$ cat src/rtl/data_stack.sv
// Register-based LIFO for the CSM core; optional sticky error check under `STACK_CHECK_EN.
// Latency: an op's effect on o_s0/o_s1/o_depth/o_err is visible the cycle after its edge.
// Backpressure: none; every i_se is accepted each cycle, overflow drops the bottom cell.
module data_stack #(
  parameter int WIDTH  = 8,
  parameter int DEPTH  = 12,
  parameter int CWIDTH = $clog2(DEPTH + 1)
) (
  input  logic              i_clk,
  input  logic              i_rst,
  input  logic [2:0]        i_se,
  input  logic [WIDTH-1:0]  i_data,
  output logic [WIDTH-1:0]  o_s0,
  output logic [WIDTH-1:0]  o_s1,
  output logic [CWIDTH-1:0] o_depth,
  output logic              o_err
);

  localparam logic [2:0] SE_NONE  = 3'd0;
  localparam logic [2:0] SE_DROP  = 3'd1;
  localparam logic [2:0] SE_PUSH  = 3'd2;
  localparam logic [2:0] SE_RPLC  = 3'd3;
  localparam logic [2:0] SE_SWAP  = 3'd4;
  localparam logic [2:0] SE_DUP   = 3'd5;
  localparam logic [2:0] SE_OVER  = 3'd6;
  localparam logic [2:0] SE_RPLC2 = 3'd7;

  localparam logic [CWIDTH-1:0] FULL = CWIDTH'(DEPTH);
  localparam logic [CWIDTH-1:0] ONE  = CWIDTH'(1);

  logic [WIDTH-1:0]  cell_q [DEPTH];
  logic [WIDTH-1:0]  cell_d [DEPTH];
  logic [CWIDTH-1:0] depth_q, depth_d;
  logic              lt1, lt2, full;
  logic              do_push;
  logic [WIDTH-1:0]  push_val;

  assign lt1  = (depth_q == '0);
  assign lt2  = (depth_q < CWIDTH'(2));
  assign full = (depth_q == FULL);

  always_comb begin
    cell_d   = cell_q;
    depth_d  = depth_q;
    do_push  = 1'b0;
    push_val = i_data;
    case (i_se)
      SE_DROP: begin
        for (int n = 0; n < DEPTH - 1; n++) cell_d[n] = cell_q[n+1];
        cell_d[DEPTH-1] = '0;
        if (!lt1) depth_d = depth_q - ONE;
      end
      SE_PUSH: begin
        do_push  = 1'b1;
        push_val = i_data;
      end
      SE_RPLC: begin
        cell_d[0] = i_data;
        if (lt1) depth_d = ONE;
      end
      SE_SWAP: begin
        cell_d[0] = cell_q[1];
        cell_d[1] = cell_q[0];
      end
      SE_DUP: begin
        do_push  = 1'b1;
        push_val = cell_q[0];
      end
      SE_OVER: begin
        do_push  = 1'b1;
        push_val = cell_q[1];
      end
      SE_RPLC2: begin
        cell_d[0] = i_data;
        for (int n = 1; n < DEPTH - 1; n++) cell_d[n] = cell_q[n+1];
        cell_d[DEPTH-1] = '0;
        depth_d = lt2 ? ONE : depth_q - ONE;
      end
      default: ;
    endcase
    // All push-like ops share one shifter; the bottom cell falls off on overflow.
    if (do_push) begin
      for (int n = 1; n < DEPTH; n++) cell_d[n] = cell_q[n-1];
      cell_d[0] = push_val;
      if (!full) depth_d = depth_q + ONE;
    end
  end

  always_ff @(posedge i_clk) begin
    if (i_rst) begin
      for (int n = 0; n < DEPTH; n++) cell_q[n] <= '0;
      depth_q <= '0;
    end else begin
      cell_q  <= cell_d;
      depth_q <= depth_d;
    end
  end

  assign o_s0    = cell_q[0];
  assign o_s1    = cell_q[1];
  assign o_depth = depth_q;

`ifdef STACK_CHECK_EN
  logic err_q, err_d;

  always_comb begin
    err_d = err_q;
    case (i_se)
      SE_DROP, SE_RPLC:  if (lt1) err_d = 1'b1;
      SE_SWAP, SE_RPLC2: if (lt2) err_d = 1'b1;
      SE_PUSH:           if (full) err_d = 1'b1;
      SE_DUP:            if (lt1 || full) err_d = 1'b1;
      SE_OVER:           if (lt2 || full) err_d = 1'b1;
      default: ;
    endcase
  end

  always_ff @(posedge i_clk) begin
    if (i_rst) err_q <= 1'b0;
    else       err_q <= err_d;
  end

  assign o_err = err_q;
`else
  assign o_err = 1'b0;
`endif

endmodule

$ cat config.mk
export PLATFORM = sky130hd
export DESIGN_NAME = data_stack
export DESIGN_NICKNAME = d
export VERILOG_FILES = /design/src/rtl/data_stack.sv
export SDC_FILE = /design/constraint.sdc
export NUM_CORES = 1
export LEC_CHECK = 0
export ABC_AREA = 1
export CELL_PAD_IN_SITES_DETAIL_PLACEMENT = 1
export CELL_PAD_IN_SITES_GLOBAL_PLACEMENT = 2
export CORE_MARGIN = 1
export CORE_UTILIZATION = 32
export DETAILED_ROUTE_END_ITERATION = 16
export PLACE_DENSITY_LB_ADDON = 0.1
export RECOVER_POWER = 25
export SLEW_MARGIN = 5
export SYNTH_ARGS = -nofsm -noshare
export SYNTH_HDL_FRONTEND = slang
export SYNTH_SLANG_ARGS = --single-unit
$ cat constraint.sdc
create_clock -name i_clk -period 1.7 [get_ports i_clk]
set_input_delay 0.425 -clock i_clk [delete_from_list [all_inputs] [get_ports i_clk]]
set_output_delay 0.425 -clock i_clk [all_outputs]
set_load 0.05 [all_outputs]
# Word level (Yosys, flattened, before mapping)
# Cells that the tools add are included.
# word_totals
regBits,100
elab_cells,46
# op_classes
add_sub_neg,2
order_cmp,1
n_eq_ne,9
mux,12
n_reduce_logical,9
# ops
op,count
$mux 96,1
$mux 80,1
$pmux 8 s2,3
$mux 4,5
$eq 3x3->1 const B,4
$pmux 4 s3,1
$eq 3x2->1 const B,2
$reduce_bool 3->1,2
$reduce_or 2->1,3
$add 4x1->4 const B,1
$eq 4x4->1 const B,1
$logic_not 4->1,1
$lt 4x2->1 const B,1
$sub 4x1->4 const B,1
$eq 3x1->1 const B,1
$reduce_or 3->1,1
$ne 2x2->1 const B,1
$reduce_and 2->1,1
$reduce_bool 2->1,1
$mux 1,1

# Logic depth before layout (Yosys ltp)
# logic_depth
depth_word,5
depth_mapped,10

# Least setup slack after synthesis
# No wires, ideal clock.
# synth_timing
kind,register to register
from,"register depth_q[0], in the netlist o_depth[0]"
to,"register depth_q[0], in the netlist o_depth[0]"
setup_ns,0.070
arrival_ns,1.710
slack_ns,-0.080
path_stages_with_launch,8
path_buffers,0
synth_period_minus_slack_ns,1.780
cell_sequence,dfxtp_1 > inv_1 > ha_1 > nand3_1 > ha_1 > nor2_1 > nor3_1 > a21oi_1
# synth_via
elab_chain_cells,5
word_cells_on_any_way,11
classes_between,add/sub (2); order compare (1); eq/ne (1); mux (6); reduce/logical (1)
# synth_rtl
element,line,source
from (decl),33,"logic [CWIDTH-1:0] depth_q, depth_d;"
from (signal assigned),95,depth_q <= depth_d;
"$sub 4x1->4, or another cell as far along","51, 77",
"$mux 4, on equally long branches","77, 51, 59",
$pmux 4 s3,47,case (i_se)
$mux 4,85,if (!full) depth_d = depth_q + ONE;
$mux 4 (*),82,if (do_push) begin
# Mark *: on every way between the ends. The rest lies on a longest branch, timed or not.
# A chain may end at the register's enable or synchronous reset.

# Worst setup path in the final report
# layout_timing
from,input port i_se[2]
to,register cell_q[63] (netlist name)
# layout_via
elab_chain_cells,4
word_cells_on_any_way,10
classes_between,eq/ne (5); mux (2); reduce/logical (3)
# layout_rtl
element,line,source
from (decl),11,"input logic [2:0] i_se,"
$eq 3x3->1 or $eq 3x2->1 (tied branches),47,
$reduce_or 3->1 (no line),n/a,
$mux 1,47,
$mux 96 or $reduce_bool 2->1 (tied branches),n/a,
to (signal assigned),94,cell_q <= cell_d;
to (decl),31,logic [WIDTH-1:0] cell_q [DEPTH];
# Parallel ways exist; a longest one is shown, timed or not.

==> out/results.ini <==
[final_layout]
fillers = 1961
layout.nets = 849
drive_gt1_share_pct = 11.7
diodes = 0
register_area_mm2 = 0.00200
design_area_mm2 = 0.00617
area.growth.synth_to_final_pct = 22.8
multi_input_area_mm2 = 0.00233

[global_route]
overflow = 0
grt_usage_pct = 18.5
antenna_found_initial = 0
grt_pass1_vias = 4875
grt_pass1_wl_um = 23700
grt_start_max_net_pins = 40

[logic_synthesis]
ys.flop_type = dfxtp_1
synth_area_leaders = dfxtp_1, nand2_1, nand3_1, inv_1, o21ai_0
synth_cells = 799
synth_nets = 816
synth_area_per_cell_um2 = 6.29
async_flop_share_pct = 0
yosys.area.top_type_share_pct = 39.9
ys_seq_area_share_pct = 39.9
synthTopCellsByCount = nand2_1, dfxtp_1, inv_1
yosys_register_bits = 100
syn_area_mm2 = 0.00502
synth.distinct_cells = 25
yosysWarnings = 0
synth.most_common_cell = nand2_1
synth_top_area_cell = dfxtp_1
synth_edf_count = 0

[routing]
drt_first_pass_iters = 4
ant_nets = 0
route.detailed.wl_per_inst_um = 13.7
drt_wl_total_um = 14300
via_per_inst = 4.69
drc = 0
drtIter0Drc = 234
routed-via-count = 4915

[worst_setup_path]
startpoint_type = input port
path_max_fanout = 9
path_cells = clkdlybuf4s50_1, buf_4, nand2_1, nand2_4, nor2_4, buf_4, buf_4, nand2_1, nand3_1, nand2_1, inv_1
end_kind = flop
path_class = input port to flop
cp.arrival_ns = 1.92
cp_slowest_stage_delay_ns = 0.43
cp.required_ns = 2.00
cp_slowest_cell = clkdlybuf4s50_1
reg2reg_slack_ns = 0.21

[sta]
drv_slew = 0
finalCritPeriodShare_pct = 95.5
min_period_ns = 1.62
final-setup-viol-count = 0
skew_ns = 0.00827
hold_viol_final = 0
rsz0062_at_grt = true
fmax_ghz = 0.616
fin_ws_ns = 0.0764

[clock_tree]
cts_root_buf = clkbuf_16
cts_max_path_buffers = 2
cts_made_buffers = 9
clock-sinks = 100
clock_latency_ns = 0.35
cts_htree_levels = 3
cts_tree = yes
cts.clk_slew.worst_paths_ns = 0.07

[outcome]
status = completed

[placed_design]
dp_worst_setup_slack_ns = -0.408
dp_hpwl_um = 9350
post_dp_cell_area_mm2 = 0.00587
place_congestion = 0.750
numPortBuffers = 32

[die]
die_h_um = 127
rows = 45
coreArea_mm2 = 0.0153
die_w_um = 127
initial_core_util_pct = 32.9
io_pins = 34
dieArea_mm2 = 0.0162

[power]
power_leakage_nw = 3.12
p_total_mw = 5.67
power_density_mw_per_mm2 = 919
ir_drop_uv = 500

[job]
cap_viol_max_count = 0

[worst_hold_path]
hold_path.class = flop to flop

==> stage by stage <==
step,setup TNS [ns],instances,hold slack [ns],utilization (%)
6_report,0,1048,0.461,40.4
5_1_grt,-0.0149,1048,0.488,40.4
4_1_cts,0,1046,0.464,41.1
3_5_place_dp,-35.35,1024,0.453,38.5
3_3_place_gp,-30.39,1024,0.447,38.5
2_1_floorplan,0,799,0.440,-
==> cell usage in the layout, fill, tap and decap left out, types with 11 or more instances in the layout <==
master,instances
inv_1,97
buf_12,17
buf_4,27
a21oi_1,31
clkbuf_2,18
dfxtp_1,99
o21ai_0,38
nand2_1,357
nand3_1,76
clkbuf_16,11
==> worst paths after layout <==
| check | startpoint | to | depth (start not counted) |
|---|---|---|---|
| max | i_se[2] | cell_q[63]$_SDFFE_PP0P_ | 11 |
| min | cell_q[7]$_SDFFE_PP0P_ | cell_q[7]$_SDFFE_PP0P_ | 2 |
| max reg2reg | o_depth[0]$_SDFF_PP0_ | o_depth[0]$_SDFF_PP0_ | 7 |
| min reg2reg | cell_q[7]$_SDFFE_PP0P_ | cell_q[7]$_SDFFE_PP0P_ | 2 |
==> metal layers <==
layer / global-route usage [%] / part of all wire [%] / vias up
met1: 22.4 / 46 / 2365
met4: 5.67 / 1.2 / 0
met3: 3.35 / 2.4 / 11
met5: 0 / 0 / -
li1: - / - / 2501
met2: 33.2 / 50 / 38
==> report_power, final <==
| part | internal [mW] | total (mW) | switching, mW |
|---|---|---|---|
| registers | 2.40 | 2.47 | 0.0662 |
| logic | 0.383 | 1.03 | 0.652 |
| clock network | 1.20 | 2.17 | 0.971 |
| total | 3.98 | 5.67 | 1.69 |
==> critical path: cells and delay by family <==
| kind | cells | cell delay [ns] |
|---|---|---|
| buf+inv | 5 | 0.99 |
| simple gates | 6 | 0.50 |
==> cell type report <==
class	instances	area share, %
Sequential cell	100	32.5
Multi-Input combinational cell	539	37.8
Clock inverter	6	1.12
Clock buffer	10	3.87
Tap cell	211	4.28
Inverter	102	6.27
Timing Repair Buffer	80	14.2
==> kinds of logic (layout without fill, tap and decap cells) <==
kind of cell    count (synthesis)  in the layout  share of synthesized area, %
other cells                     1              1                        0.0746
fa+ha+maj                       4              4                         0.996
simple gates                  453            453                          36.5
buf+inv                       160            198                          14.1
flops                         100            100                          39.9
compound gates                 79             79                          8.09
xor+xnor                        2              2                         0.349
==> repair_timing <==
item                       in CTS  in global routing
pin swaps                       2                  0
gates resized for setup         7                  5
cloned                          2                  2
hold buffers                    0                  0
buffers inserted                4                  0
setup endpoints to repair      34                 28
==> flip-flops by register name, summed over array words and instances (netlist names) <==
register and count:
cell_q 80, o_s1 8, o_s0 8, o_depth 4
Power figures use the tool's default switching activity.
